**config.mk**
```make
export PLATFORM = sky130hd
export DESIGN_NAME = md5_round_sequencer
export DESIGN_NICKNAME = d
export VERILOG_FILES = /design/src/rtl/md5_pkg.sv /design/src/rtl/md5_round_sequencer.sv
export SDC_FILE = /design/constraint.sdc
export NUM_CORES = 1
export LEC_CHECK = 0
export ABC_AREA = 1
export CORE_UTILIZATION = 60
export CTS_CLUSTER_SIZE = 24
export DETAILED_ROUTE_END_ITERATION = 8
export DONT_BUFFER_PORTS = 1
export PLACE_DENSITY_LB_ADDON = 0.15
export SLEW_MARGIN = 20
export SYNTH_ARGS = -nofsm -noshare
export SYNTH_HDL_FRONTEND = slang
export SYNTH_SLANG_ARGS = --single-unit
```
**constraint.sdc**
```tcl
create_clock -name clk -period 2.62 [get_ports clk]
set_clock_uncertainty 0.05 [all_clocks]
set_input_delay 0.262 -clock clk [delete_from_list [all_inputs] [get_ports clk]]
set_output_delay 0.262 -clock clk [all_outputs]
set_load 0.01 [all_outputs]
```
**src/rtl/md5_pkg.sv**
```systemverilog
// Shared definitions for the MD5 round sequencer: state encoding, round counts and the
// per-round message-word index function.
package md5_pkg;

   typedef enum logic [2:0] {
      StIdle,
      StInit,
      StRound,
      StFinal,
      StDone
   } md5_state_e;

   localparam int unsigned NUM_ROUNDS      = 64;
   localparam int unsigned ROUNDS_PER_PASS = 16;

   // Message word g for round i; only i mod 16 matters once the pass is known.
   function automatic logic [3:0] md5_msg_idx(input logic [5:0] round_idx);
      logic [1:0] pass_sel;
      logic [3:0] lo;
      pass_sel = 2'(round_idx / 6'(ROUNDS_PER_PASS));
      lo       = round_idx[3:0];
      unique case (pass_sel)
         2'd0:    md5_msg_idx = lo;
         2'd1:    md5_msg_idx = 4'(lo * 4'd5 + 4'd1);
         2'd2:    md5_msg_idx = 4'(lo * 4'd3 + 4'd5);
         default: md5_msg_idx = 4'(lo * 4'd7);
      endcase
   endfunction

endpackage

```
**src/rtl/md5_round_sequencer.sv**
```systemverilog
// Control FSM for one MD5 hashing unit: IV load, 64 rounds, final digest accumulate.
// Optional stall input enabled by defining MD5_ROUND_SEQUENCER_HOLD_EN.
module md5_round_sequencer
   import md5_pkg::*;
#(
   parameter int unsigned ROUND_CYCLES = 1
) (
   input  logic       clk,
   input  logic       reset,
   input  logic       start,
   input  logic       soft_reset,
`ifdef MD5_ROUND_SEQUENCER_HOLD_EN
   input  logic       hold,
`endif
   output logic       init_load,
   output logic       round_en,
   output logic [5:0] round_idx,
   output logic [1:0] pass,
   output logic [3:0] msg_idx,
   output logic       final_add,
   output logic       busy,
   output logic       done
);

   localparam logic [3:0] SubLast   = 4'(ROUND_CYCLES - 1);
   localparam logic [5:0] LastRound = 6'(NUM_ROUNDS - 1);

   md5_state_e state_q, state_d;
   logic [3:0] sub_q, sub_d;
   logic [5:0] round_q, round_d;
   logic       hold_w;

`ifdef MD5_ROUND_SEQUENCER_HOLD_EN
   assign hold_w = hold;
`else
   assign hold_w = 1'b0;
`endif

   always_comb begin
      state_d  = state_q;
      sub_d    = sub_q;
      round_d  = round_q;
      round_en = 1'b0;
      unique case (state_q)
         StIdle, StDone: begin
            if (start) begin
               state_d = StInit;
               sub_d   = '0;
               round_d = '0;
            end
         end
         StInit: begin
            state_d = StRound;
            sub_d   = '0;
            round_d = '0;
         end
         StRound: begin
            if (!hold_w) begin
               if (sub_q == SubLast) begin
                  round_en = 1'b1;
                  sub_d    = '0;
                  // round_idx parks at 63 through FINAL/DONE rather than wrapping.
                  if (round_q == LastRound) begin
                     state_d = StFinal;
                  end else begin
                     round_d = round_q + 6'd1;
                  end
               end else begin
                  sub_d = sub_q + 4'd1;
               end
            end
         end
         StFinal: state_d = StDone;
         default: state_d = StIdle;
      endcase
      if (soft_reset) begin
         state_d = StIdle;
         sub_d   = '0;
         round_d = '0;
      end
   end

   always_ff @(posedge clk) begin
      if (reset) begin
         state_q <= StIdle;
         sub_q   <= '0;
         round_q <= '0;
      end else begin
         state_q <= state_d;
         sub_q   <= sub_d;
         round_q <= round_d;
      end
   end

   assign init_load = (state_q == StInit);
   assign final_add = (state_q == StFinal);
   assign busy      = (state_q == StInit) || (state_q == StRound) || (state_q == StFinal);
   assign done      = (state_q == StDone);
   assign round_idx = round_q;
   assign pass      = round_q[5:4];
   assign msg_idx   = md5_msg_idx(round_q);

endmodule
```
==> impl_metrics.prom, run 1 <==
# TYPE chip_impl_metric gauge
chip_impl_info{name="run_status",value="finished, final reports clean"} 1
chip_impl_metric{name="die_width",unit="µm"} 45.8
chip_impl_metric{name="multi_input_comb_area",unit="µm²"} 768
chip_impl_metric{name="floorplan.io_pins",unit=""} 21
chip_impl_metric{name="drv_slew",unit=""} 0
chip_impl_metric{name="detailed_place_hpwl",unit="µm"} 1880
chip_impl_metric{name="io_buffers",unit=""} 0
chip_impl_info{name="grt_setup_unrepaired",value="no"} 1
chip_impl_metric{name="yosys_warnings",unit=""} 0
chip_impl_info{name="mostFrequentLayoutCell",value="sky130_fd_sc_hd__nand2_1"} 1
chip_impl_metric{name="cts_num_sinks",unit=""} 13
chip_impl_metric{name="worstPathMaxFanout",unit=""} 6
chip_impl_metric{name="cts_inserted_buffers",unit=""} 3
chip_impl_metric{name="grt_pass1_vias",unit=""} 935
chip_impl_metric{name="pre_cts_ws",unit="ns"} 0.327
chip_impl_metric{name="via_density",unit=""} 5.30
chip_impl_metric{name="fmax",unit="MHz"} 415
chip_impl_metric{name="critPathRequiredTime",unit="ns"} 2.31
chip_impl_metric{name="syn2layout_area_growth",unit="%"} 4.24
chip_impl_metric{name="grt_antenna_before_repair",unit=""} 0
chip_impl_metric{name="cts.repair.resized",unit=""} 0
chip_impl_info{name="most-common-layout-cells",value="sky130_fd_sc_hd__nand2_1, sky130_fd_sc_hd__inv_1, sky130_fd_sc_hd__nor2_1"} 1
chip_impl_info{name="hp-class",value="primary input to register"} 1
chip_impl_metric{name="synthesis.nets",unit=""} 190
chip_impl_metric{name="relSlewSlack",unit=""} 0.682
chip_impl_metric{name="grt_start_max_net_pins",unit=""} 11
chip_impl_metric{name="clkLatencyLatePin",unit="ns"} 0.27
chip_impl_metric{name="worst_slew_pin_tran",unit="ns"} 0.476
chip_impl_metric{name="power.leakage",unit="nW"} 0.542
chip_impl_metric{name="drt-initial-drc-count",unit=""} 30
chip_impl_metric{name="final-hold-violation-count",unit=""} 0
chip_impl_metric{name="area.sequential",unit="µm²"} 262
chip_impl_metric{name="globalRouteTotalUtil",unit=""} 0.253
chip_impl_metric{name="met2_length",unit="µm"} 1090
chip_impl_metric{name="route.detailed.drc",unit=""} 0
chip_impl_metric{name="grt_pass1_wl",unit="µm"} 3870
chip_impl_metric{name="path_clk_slew",unit="ns"} 0.07
chip_impl_metric{name="final_layout_size_suffix_gt1_frac",unit=""} 0.108
chip_impl_metric{name="post_dr_wirelength_cell",unit="µm"} 11.6
chip_impl_metric{name="layoutNonFillerInstCount",unit=""} 201
chip_impl_metric{name="core.rowCount",unit=""} 15
chip_impl_metric{name="cts_buffer_depth",unit=""} 2
chip_impl_metric{name="min_period",unit="ns"} 2.41
chip_impl_metric{name="nets",unit=""} 193
chip_impl_metric{name="routed_wl",unit="µm"} 2330
chip_impl_metric{name="numPlacedInstances",unit=""} 197
chip_impl_metric{name="synth_sequential_area_ratio",unit=""} 0.226
chip_impl_metric{name="met3WireLength",unit="µm"} 115
chip_impl_metric{name="mappedNetlistArea",unit="mm²"} 0.00115
chip_impl_metric{name="cp_data_arrival_time",unit="ns"} 2.10
chip_impl_metric{name="detailedRoute.firstPassIterationCount",unit=""} 4
chip_impl_metric{name="p_per_area",unit="mW/mm²"} 315
chip_impl_metric{name="vias",unit=""} 1066
chip_impl_metric{name="yosys.cell_types.count",unit=""} 28
chip_impl_info{name="clock_tree_from_tritoncts",value="built"} 1
chip_impl_metric{name="cts-hold-fix-buffers",unit=""} 0
chip_impl_metric{name="grt-ovfl-total",unit=""} 0
chip_impl_metric{name="drt_met1_wl",unit="µm"} 1110
chip_impl_metric{name="floorplan.initialDensity",unit=""} 0.652
chip_impl_metric{name="timing.final.ws_setup",unit="ns"} 0.208
chip_impl_metric{name="diodes",unit=""} 0
chip_impl_metric{name="post_synthesis_mean_instance_area",unit="µm²"} 6.62
chip_impl_metric{name="finalSetupViolations",unit=""} 0
chip_impl_info{name="crit_type",value="register to output pin"} 1
chip_impl_metric{name="dieArea",unit="mm²"} 0.00210
chip_impl_info{name="clockRootBuffer",value="sky130_fd_sc_hd__clkbuf_4"} 1
chip_impl_info{name="setup.worst_path.end_class",value="output pin"} 1
chip_impl_metric{name="htree_num_levels",unit=""} 1
chip_impl_metric{name="fill_cells",unit=""} 172
chip_impl_metric{name="final_min_period_over_clock_period",unit=""} 0.920
chip_impl_metric{name="post_cts_buffers",unit=""} 0
chip_impl_metric{name="max_cap_viol_count",unit=""} 0
chip_impl_metric{name="die_h",unit="µm"} 45.8
chip_impl_metric{name="ant_nets",unit=""} 0
chip_impl_metric{name="ir_drop",unit="V"} 0.000412
chip_impl_metric{name="placeableCoreArea",unit="mm²"} 0.00176
chip_impl_info{name="top_layer_used",value="met4"} 1
chip_impl_metric{name="replace_congestion",unit=""} 0.883
chip_impl_info{name="setup.worst_path.start_class",value="register"} 1
chip_impl_metric{name="finalSetupTns",unit="ns"} 0
chip_impl_metric{name="synth_seq_cells",unit=""} 13
chip_impl_metric{name="postSynthCellCount",unit=""} 174
[critical path, stage by stage, from the launching register on]
cell,delay [ns]
sky130_fd_sc_hd__dfxtp_2,0.42
sky130_fd_sc_hd__inv_2,0.10
sky130_fd_sc_hd__fa_1,0.53
sky130_fd_sc_hd__inv_1,0.05
sky130_fd_sc_hd__ha_1,0.19
sky130_fd_sc_hd__xor2_1,0.19
sky130_fd_sc_hd__nand2b_1,0.13
sky130_fd_sc_hd__nand2_1,0.05
sky130_fd_sc_hd__nand2_1,0.05
sky130_fd_sc_hd__nand4_1,0.14
[logic make-up after synthesis]
kind of cell / Yosys count / share of synthesized area
adder cells (fa/ha/maj): 12 / 0.143
AO/OA/AOI/OAI: 19 / 0.110
buffers and inverters: 30 / 0.107
flip-flops: 13 / 0.226
AND/OR/NAND/NOR: 93 / 0.361
XOR/XNOR: 7 / 0.0533
[synthesized netlist by cell type]
master,count,area (µm²)
sky130_fd_sc_hd__a32oi_1,1,8.76
sky130_fd_sc_hd__nand2_1,47,176
sky130_fd_sc_hd__dfxtp_1,13,260
sky130_fd_sc_hd__nand2_4,1,11.3
sky130_fd_sc_hd__o21a_1,1,7.51
sky130_fd_sc_hd__nand3_1,12,60.1
sky130_fd_sc_hd__buf_4,2,15.0
sky130_fd_sc_hd__nor2_1,20,75.1
sky130_fd_sc_hd__inv_2,3,11.3
sky130_fd_sc_hd__a21oi_4,1,16.3
sky130_fd_sc_hd__a31o_2,1,8.76
sky130_fd_sc_hd__inv_1,22,82.6
sky130_fd_sc_hd__nor2_2,1,6.26
sky130_fd_sc_hd__xnor2_1,4,35.0
sky130_fd_sc_hd__o21ai_2,1,8.76
sky130_fd_sc_hd__buf_2,2,10.0
sky130_fd_sc_hd__a21oi_1,12,60.1
sky130_fd_sc_hd__nand2_2,3,18.8
sky130_fd_sc_hd__nor3_1,2,10.0
sky130_fd_sc_hd__nand4_1,4,25.0
sky130_fd_sc_hd__o2111ai_1,1,8.76
sky130_fd_sc_hd__nor2_8,1,20.0
sky130_fd_sc_hd__ha_1,10,125
sky130_fd_sc_hd__fa_1,2,40.0
sky130_fd_sc_hd__o31ai_1,1,7.51
sky130_fd_sc_hd__clkinv_1,1,3.75
sky130_fd_sc_hd__xor2_1,3,26.3
sky130_fd_sc_hd__nand2b_1,2,12.5
[area by class of cell]
| type | instances | area share |
|---|---|---|
| clock buffer | 4 | 0.0219 |
| inverter | 26 | 0.0813 |
| tap | 25 | 0.0261 |
| timing repair buffer | 2 | 0.0125 |
| sequential | 13 | 0.218 |
| multi-input combinational | 131 | 0.640 |
[final timing paths]
check / slack (ns) / startpoint / depth (start not counted) / endpoint
hold reg to reg: 0.47 / sub_q[3] / 2 / sub_q[3]
setup / recovery: 0.21 / round_idx[1] / 9 / msg_idx[3]
hold / removal: 0.14 / reset / 2 / state_q[1]
setup reg to reg: 0.86 / round_idx[0] / 11 / round_idx[1]
[sequential cells by signal, indices dropped and copies added, names as in the netlist]
name	count
round_idx	6
state_q	3
sub_q	4
[routing by layer]
| layer | up-vias | track usage |
|---|---|---|
| li1 | 558 | - |
| met1 | 481 | 0.325 |
| met2 | 25 | 0.423 |
| met3 | 2 | 0.0714 |
| met4 | 0 | 0.0471 |
| met5 | - | 0 |
[per-stage QoR]
| stage | util | area, µm² | hold WS (ns) | total power, mW |
|---|---|---|---|---|
| 3_5_place_dp | 0.665 | 1170 | 0.425 | 0.264 |
| 2_1_floorplan | - | 1150 | 0.390 | 0.253 |
| 4_1_cts | 0.679 | 1200 | 0.136 | 0.382 |
| 6_report | 0.680 | 1200 | 0.141 | 0.378 |
| 3_3_place_gp | 0.665 | 1170 | 0.407 | 0.262 |
| 5_1_grt | 0.680 | 1200 | 0.130 | 0.403 |
[where the power goes]
| group | internal (mW) | total [mW] | switching (mW) |
|---|---|---|---|
| Combinational | 0.0175 | 0.0566 | 0.0392 |
| Sequential | 0.200 | 0.204 | 0.00382 |
| Clock | 0.0590 | 0.117 | 0.0582 |
Note: power is estimated with default switching activity, not from simulation.
==> inputs of run 2 (changes only) <==
Settings changed: ABC_AREA 1 to unset.
Clock period 2.62 ns to 2.9 ns, I/O delays scaled along.
==> impl_metrics.prom, run 2 <==
# TYPE chip_impl_metric gauge
chip_impl_metric{name="globalRouteTotalUtil",unit=""} 0.216
chip_impl_metric{name="cts.repair.resized",unit=""} 0
chip_impl_metric{name="synthesis.nets",unit=""} 140
chip_impl_info{name="postSynth.topFlopCell",value="sky130_fd_sc_hd__dfxtp_1"} 1
chip_impl_metric{name="async_flop_share",unit=""} 0
chip_impl_metric{name="grt_pass1_vias",unit=""} 808
chip_impl_metric{name="utilization",unit=""} 0.642
chip_impl_info{name="ys_top_cells_by_area",value="sky130_fd_sc_hd__dfxtp_1, sky130_fd_sc_hd__ha_1, sky130_fd_sc_hd__xnor2_1, sky130_fd_sc_hd__nor2_1, sky130_fd_sc_hd__inv_1"} 1
chip_impl_info{name="crit_slowest_cell",value="sky130_fd_sc_hd__fa_1"} 1
chip_impl_metric{name="post_dr_wirelength_cell",unit="µm"} 13.1
chip_impl_metric{name="die_h",unit="µm"} 44.6
chip_impl_metric{name="clkLatencyLatePin",unit="ns"} 0.27
chip_impl_metric{name="finalSetupTns",unit="ns"} 0
chip_impl_metric{name="grt-ovfl-total",unit=""} 0
chip_impl_info{name="crit_path_cell_trace",value="inv_1 -> fa_1 -> inv_1 -> ha_1 -> xnor2_1 -> xnor2_1 -> mux2i_1 -> mux2i_1"} 1
chip_impl_metric{name="post_cts_buffers",unit=""} 0
chip_impl_metric{name="worst_slew_pin_tran",unit="ns"} 0.667
chip_impl_metric{name="cp_data_arrival_time",unit="ns"} 2.41
chip_impl_metric{name="ir_drop",unit="V"} 0.000285
chip_impl_metric{name="io_buffers",unit=""} 0
chip_impl_metric{name="dieArea",unit="mm²"} 0.00199
chip_impl_metric{name="drv_slew",unit=""} 0
chip_impl_metric{name="synth_sequential_area_ratio",unit=""} 0.239
chip_impl_metric{name="yosys.cell_types.count",unit=""} 39
chip_impl_metric{name="worstPathMaxFanout",unit=""} 6
chip_impl_metric{name="route.detailed.drc",unit=""} 0
chip_impl_metric{name="die_width",unit="µm"} 44.6
chip_impl_info{name="crit_type",value="register to output pin"} 1
chip_impl_info{name="netlist.top_cell.by_area",value="sky130_fd_sc_hd__dfxtp_1"} 1
chip_impl_metric{name="cts-hold-fix-buffers",unit=""} 0
chip_impl_metric{name="drt-initial-drc-count",unit=""} 11
chip_impl_metric{name="synth_top_area_frac",unit=""} 0.239
chip_impl_info{name="hp-class",value="primary input to register"} 1
chip_impl_metric{name="cts_inserted_buffers",unit=""} 3
chip_impl_metric{name="detailedRoute.firstPassIterationCount",unit=""} 4
chip_impl_metric{name="finalHoldWorstSlack",unit="ns"} 0.176
chip_impl_metric{name="max_cap_viol_count",unit=""} 0
chip_impl_metric{name="final-hold-violation-count",unit=""} 0
chip_impl_metric{name="yosys_warnings",unit=""} 0
chip_impl_info{name="clockRootBuffer",value="sky130_fd_sc_hd__clkbuf_4"} 1
chip_impl_metric{name="timing.critical_path.slowest_cell_delay",unit="ns"} 0.56
chip_impl_metric{name="placeableCoreArea",unit="mm²"} 0.00171
chip_impl_info{name="setup.worst_path.start_class",value="register"} 1
chip_impl_metric{name="grt_start_max_net_pins",unit=""} 14
chip_impl_metric{name="via_density",unit=""} 5.72
chip_impl_metric{name="htree_num_levels",unit=""} 1
chip_impl_metric{name="floorplan.io_pins",unit=""} 21
chip_impl_metric{name="placed_area",unit="mm²"} 0.00107
chip_impl_metric{name="regToRegSetupSlack",unit="ns"} 1.08
chip_impl_metric{name="path_clk_slew",unit="ns"} 0.08
chip_impl_metric{name="grt_pass1_wl",unit="µm"} 3260
chip_impl_metric{name="grt_antenna_before_repair",unit=""} 0
chip_impl_metric{name="finalSetupViolations",unit=""} 0
chip_impl_metric{name="min_period",unit="ns"} 2.75
chip_impl_metric{name="floorplan.initialDensity",unit=""} 0.638
chip_impl_info{name="run_status",value="finished, final reports clean"} 1
chip_impl_metric{name="cts_num_sinks",unit=""} 13
chip_impl_metric{name="syn2layout_area_growth",unit="%"} 0.574
chip_impl_metric{name="routed_wl",unit="µm"} 1910
chip_impl_metric{name="power.leakage",unit="nW"} 0.383
chip_impl_metric{name="cts_buffer_depth",unit=""} 2
chip_impl_metric{name="replace_congestion",unit=""} 0.772
chip_impl_metric{name="multi_input_comb_area",unit="µm²"} 722
chip_impl_metric{name="final_layout_size_suffix_gt1_frac",unit=""} 0.117
chip_impl_metric{name="largest_register_ff_count",unit=""} 6
chip_impl_metric{name="p_per_area",unit="mW/mm²"} 287
chip_impl_info{name="grt_setup_unrepaired",value="no"} 1
chip_impl_metric{name="diodes",unit=""} 0
chip_impl_metric{name="ant_nets",unit=""} 0
chip_impl_metric{name="fmax",unit="MHz"} 363
chip_impl_info{name="clock_tree_from_tritoncts",value="built"} 1
chip_impl_info{name="most-common-layout-cells",value="sky130_fd_sc_hd__nor2_1, sky130_fd_sc_hd__xnor2_1, sky130_fd_sc_hd__dfxtp_1"} 1
chip_impl_metric{name="nets",unit=""} 137
chip_impl_metric{name="detailed_place_hpwl",unit="µm"} 1490
chip_impl_metric{name="core.rowCount",unit=""} 15
chip_impl_metric{name="mappedNetlistArea",unit="mm²"} 0.00109
chip_impl_metric{name="fill_cells",unit=""} 155
chip_impl_metric{name="synth_enable_flop_cells",unit=""} 0
chip_impl_metric{name="post_synthesis_mean_instance_area",unit="µm²"} 8.79
chip_impl_metric{name="final_min_period_over_clock_period",unit=""} 0.949
chip_impl_metric{name="final_std_cell_area_no_fill",unit="mm²"} 0.00110
chip_impl_metric{name="postSynthCellCount",unit=""} 124
chip_impl_info{name="setup.worst_path.end_class",value="output pin"} 1
chip_impl_metric{name="area.sequential",unit="µm²"} 260
chip_impl_info{name="mostFrequentLayoutCell",value="sky130_fd_sc_hd__nor2_1"} 1
chip_impl_metric{name="relSlewSlack",unit=""} 0.555
chip_impl_metric{name="synth_seq_cells",unit=""} 13
chip_impl_metric{name="critPathRequiredTime",unit="ns"} 2.56
chip_impl_metric{name="vias",unit=""} 830
chip_impl_info{name="yosys.cell_count.top_type",value="sky130_fd_sc_hd__nor2_1"} 1
chip_impl_info{name="synth_common_cells",value="sky130_fd_sc_hd__nor2_1, sky130_fd_sc_hd__dfxtp_1, sky130_fd_sc_hd__xnor2_1"} 1
==> run 2: cell types whose count changed after synthesis, moves of 3 or more <==
cell                       previous run  this run
sky130_fd_sc_hd__nor2_1              20        17
sky130_fd_sc_hd__nand3_1             12         2
sky130_fd_sc_hd__clkbuf_1             0         3
sky130_fd_sc_hd__nand2_2              3         0
sky130_fd_sc_hd__inv_1               22        11
sky130_fd_sc_hd__inv_2                3         0
sky130_fd_sc_hd__xnor2_1              4        13
sky130_fd_sc_hd__a21oi_1             12         6
sky130_fd_sc_hd__nand2_1             47         6
==> run 2: cells by family after synthesis <==
family / share of synthesized area
multiplexers: 0.0494
AO/OA/AOI/OAI: 0.0884
buffers and inverters: 0.0987
XOR/XNOR: 0.134
adder cells (fa/ha/maj): 0.152
AND/OR/NAND/NOR: 0.239
flip-flops: 0.239
==> run 2: where the power goes <==
| part | total [mW] | leakage (nW) | switching [mW] | internal, mW |
|---|---|---|---|---|
| clock | 0.114 | 0.0150 | 0.0608 | 0.0533 |
| combinational | 0.0184 | 0.263 | 0.0115 | 0.00693 |
| sequential | 0.182 | 0.105 | 0.00220 | 0.179 |
| total | 0.314 | 0.383 | 0.0745 | 0.240 |
==> run 2: layout make-up <==
cell class,instances,area share
multi-input combinational,90,0.659
sequential,13,0.237
inverter,11,0.0377
tap,25,0.0285
clock buffer,4,0.0240
timing repair buffer,2,0.0137
==> run 2: worst max-delay path: cells and delay by family, from the launching register on <==
family | cells | cell delay (ns)
multiplexers | 2 | 0.40
XOR/XNOR | 2 | 0.33
adder cells (fa/ha/maj) | 2 | 0.75
flip-flops | 1 | 0.50
buffers and inverters | 2 | 0.16
==> run 2: worst paths after layout <==
path | startpoint | to | cells past startpoint
max | round_idx[0] | msg_idx[3] | 8
min reg2reg | sub_q[3] | sub_q[3] | 2
max reg2reg | sub_q[0] | round_idx[5] | 6
min | start | state_q[0] | 2
==> run 2: routing by layer <==
| layer | global-route usage | wire (µm) | vias to the layer above |
|---|---|---|---|
| met5 | 0 | 0 | - |
| met4 | 0.0606 | 6 | 0 |
| li1 | - | - | 410 |
| met1 | 0.272 | 880 | 400 |
| met3 | 0.0245 | 71 | 2 |
| met2 | 0.385 | 946 | 18 |
==> run 2: through the flow <==
step           instances  setup WS (ns)  power [mW]
2_1_floorplan        124          0.421       0.203
3_3_place_gp         141          0.518       0.204
6_report             145          0.147       0.314
5_1_grt              145         0.0123       0.325
4_1_cts              145          0.130       0.316
3_5_place_dp         141          0.442       0.204
==> inputs of run 3 (changes only) <==
Settings changed: CORE_MARGIN set to 2.
==> impl_metrics.prom, run 3 (synthesized netlist as in run 2, its figures left out) <==
# TYPE chip_impl_metric gauge
chip_impl_info{name="run_status",value="finished, final reports clean"} 1
chip_impl_metric{name="ir_drop",unit="V"} 0.000243
chip_impl_metric{name="fill_cells",unit=""} 155
chip_impl_info{name="worst_path_dominant_cell_family",value="adder cells"} 1
chip_impl_metric{name="path_clk_slew",unit="ns"} 0.08
chip_impl_info{name="crit_path_cell_trace",value="inv_1 -> fa_1 -> inv_1 -> ha_1 -> xnor2_1 -> xnor2_1 -> mux2i_1 -> mux2i_1"} 1
chip_impl_metric{name="area.sequential",unit="µm²"} 260
chip_impl_metric{name="syn2layout_area_growth",unit="%"} 0.574
chip_impl_metric{name="fmax",unit="MHz"} 369
chip_impl_metric{name="power.net_switching",unit="mW"} 0.0757
chip_impl_metric{name="vias",unit=""} 799
chip_impl_metric{name="drt-initial-drc-count",unit=""} 19
chip_impl_metric{name="floorplan.io_pins",unit=""} 21
chip_impl_metric{name="timing.critical_path.slowest_cell_delay",unit="ns"} 0.54
chip_impl_info{name="setup.worst_path.end_class",value="output pin"} 1
chip_impl_metric{name="dieArea",unit="mm²"} 0.00217
chip_impl_info{name="hp-class",value="primary input to register"} 1
chip_impl_metric{name="worstPathMaxFanout",unit=""} 6
chip_impl_metric{name="clkLatencyLatePin",unit="ns"} 0.28
chip_impl_metric{name="p_comb_frac",unit=""} 0.059
chip_impl_metric{name="final-hold-violation-count",unit=""} 0
chip_impl_metric{name="replace_congestion",unit=""} 0.738
chip_impl_metric{name="min_period",unit="ns"} 2.71
chip_impl_metric{name="core.rowCount",unit=""} 15
chip_impl_info{name="clockRootBuffer",value="sky130_fd_sc_hd__clkbuf_4"} 1
chip_impl_info{name="setup.worst_path.start_class",value="register"} 1
chip_impl_info{name="crit_type",value="register to output pin"} 1
chip_impl_metric{name="cts_buffer_depth",unit=""} 2
chip_impl_metric{name="power.leakage",unit="nW"} 0.383
chip_impl_metric{name="cts-hold-fix-buffers",unit=""} 0
chip_impl_metric{name="grt_pass1_vias",unit=""} 724
chip_impl_metric{name="grt_antenna_before_repair",unit=""} 0
chip_impl_metric{name="die_h",unit="µm"} 46.6
chip_impl_metric{name="max_cap_viol_count",unit=""} 0
chip_impl_metric{name="floorplan.initialDensity",unit=""} 0.631
chip_impl_metric{name="finalSetupTns",unit="ns"} 0
chip_impl_info{name="most-common-layout-cells",value="sky130_fd_sc_hd__nor2_1, sky130_fd_sc_hd__xnor2_1, sky130_fd_sc_hd__dfxtp_1"} 1
chip_impl_metric{name="power.share.switching",unit=""} 0.240
chip_impl_metric{name="cts_inserted_buffers",unit=""} 3
chip_impl_metric{name="nets",unit=""} 137
chip_impl_metric{name="largest_register_ff_count",unit=""} 6
chip_impl_metric{name="drv_slew",unit=""} 0
chip_impl_metric{name="cell_internal_pwr",unit="mW"} 0.240
chip_impl_metric{name="finalSetupViolations",unit=""} 0
chip_impl_metric{name="worst_slew_pin_tran",unit="ns"} 0.644
chip_impl_metric{name="final_min_period_over_clock_period",unit=""} 0.934
chip_impl_metric{name="seq_power_share",unit=""} 0.575
chip_impl_metric{name="proportion_of_power_drawn_by_the_clock_network",unit=""} 0.366
chip_impl_metric{name="p_per_area",unit="mW/mm²"} 288
chip_impl_info{name="clock_tree_from_tritoncts",value="built"} 1
chip_impl_metric{name="worst-path-buf-inv",unit=""} 2
chip_impl_metric{name="grt-ovfl-total",unit=""} 0
chip_impl_metric{name="grt_start_max_net_pins",unit=""} 14
chip_impl_metric{name="routed_wl",unit="µm"} 1940
chip_impl_metric{name="io_buffers",unit=""} 0
chip_impl_info{name="grt_setup_unrepaired",value="no"} 1
chip_impl_metric{name="detailedRoute.firstPassIterationCount",unit=""} 4
chip_impl_metric{name="grt_pass1_wl",unit="µm"} 3280
chip_impl_metric{name="post_dr_wirelength_cell",unit="µm"} 13.4
chip_impl_metric{name="cp_data_arrival_time",unit="ns"} 2.37
chip_impl_metric{name="multi_input_comb_area",unit="µm²"} 722
chip_impl_metric{name="relSlewSlack",unit=""} 0.570
chip_impl_metric{name="via_density",unit=""} 5.51
chip_impl_metric{name="placeableCoreArea",unit="mm²"} 0.00173
chip_impl_metric{name="globalRouteTotalUtil",unit=""} 0.217
chip_impl_metric{name="cts.repair.resized",unit=""} 0
chip_impl_metric{name="post_cts_buffers",unit=""} 0
chip_impl_metric{name="utilization",unit=""} 0.635
chip_impl_info{name="crit_slowest_cell",value="sky130_fd_sc_hd__fa_1"} 1
chip_impl_metric{name="critPathRequiredTime",unit="ns"} 2.56
chip_impl_info{name="mostFrequentLayoutCell",value="sky130_fd_sc_hd__nor2_1"} 1
chip_impl_metric{name="diodes",unit=""} 0
chip_impl_metric{name="route.detailed.drc",unit=""} 0
chip_impl_metric{name="die_width",unit="µm"} 46.6
chip_impl_metric{name="ant_nets",unit=""} 0
chip_impl_metric{name="final_layout_size_suffix_gt1_frac",unit=""} 0.117
chip_impl_metric{name="detailed_place_hpwl",unit="µm"} 1500
chip_impl_metric{name="htree_num_levels",unit=""} 1
chip_impl_metric{name="cts_num_sinks",unit=""} 13
## run 3: layout make-up
type,count,share of cell area
well taps,25,0.0285
clock buffers,4,0.0240
flip-flops and latches,13,0.237
multi-input cells,90,0.659
repair buffers,2,0.0137
inverters,11,0.0377
## run 3: per-layer routing
metal	routed length, µm	vias up	track usage
met2	920	22	0.353
li1	-	409	-
met5	0	-	0
met3	89	5	0.0588
met4	38	0	0.0833
met1	890	363	0.273
## run 3: power groups by stage
stage / clock [mW] / sequential, mW / combinational (mW)
after floorplan: 0 / 0.185 / 0.0186
after global placement: 0 / 0.186 / 0.0184
after detailed placement: 0 / 0.186 / 0.0187
after CTS: 0.118 / 0.182 / 0.0188
after global routing: 0.123 / 0.182 / 0.0213
final: 0.115 / 0.182 / 0.0186
## run 3: through the flow
| stage | worst slack [ns] | instances | cell area, µm² | hold WS, ns | total power, mW |
|---|---|---|---|---|---|
| after floorplan | 0.421 | 124 | 1090 | 0.428 | 0.203 |
| after global placement | 0.550 | 141 | 1070 | 0.445 | 0.204 |
| after detailed placement | 0.489 | 141 | 1070 | 0.457 | 0.204 |
| after CTS | 0.172 | 145 | 1100 | 0.161 | 0.319 |
| after global routing | 0.0117 | 145 | 1100 | 0.170 | 0.326 |
| final | 0.191 | 145 | 1100 | 0.161 | 0.316 |
## run 3: worst paths after layout
| path | start | endpoint | slack (ns) | cells past startpoint |
|---|---|---|---|---|
| worst min-delay path | start | state_q[0] | 0.16 | 2 |
| worst max-delay path | round_idx[2] | msg_idx[3] | 0.19 | 8 |
| worst min register to register | sub_q[3] | sub_q[3] | 0.49 | 2 |
| worst max register to register | sub_q[0] | round_idx[3] | 1.08 | 6 |
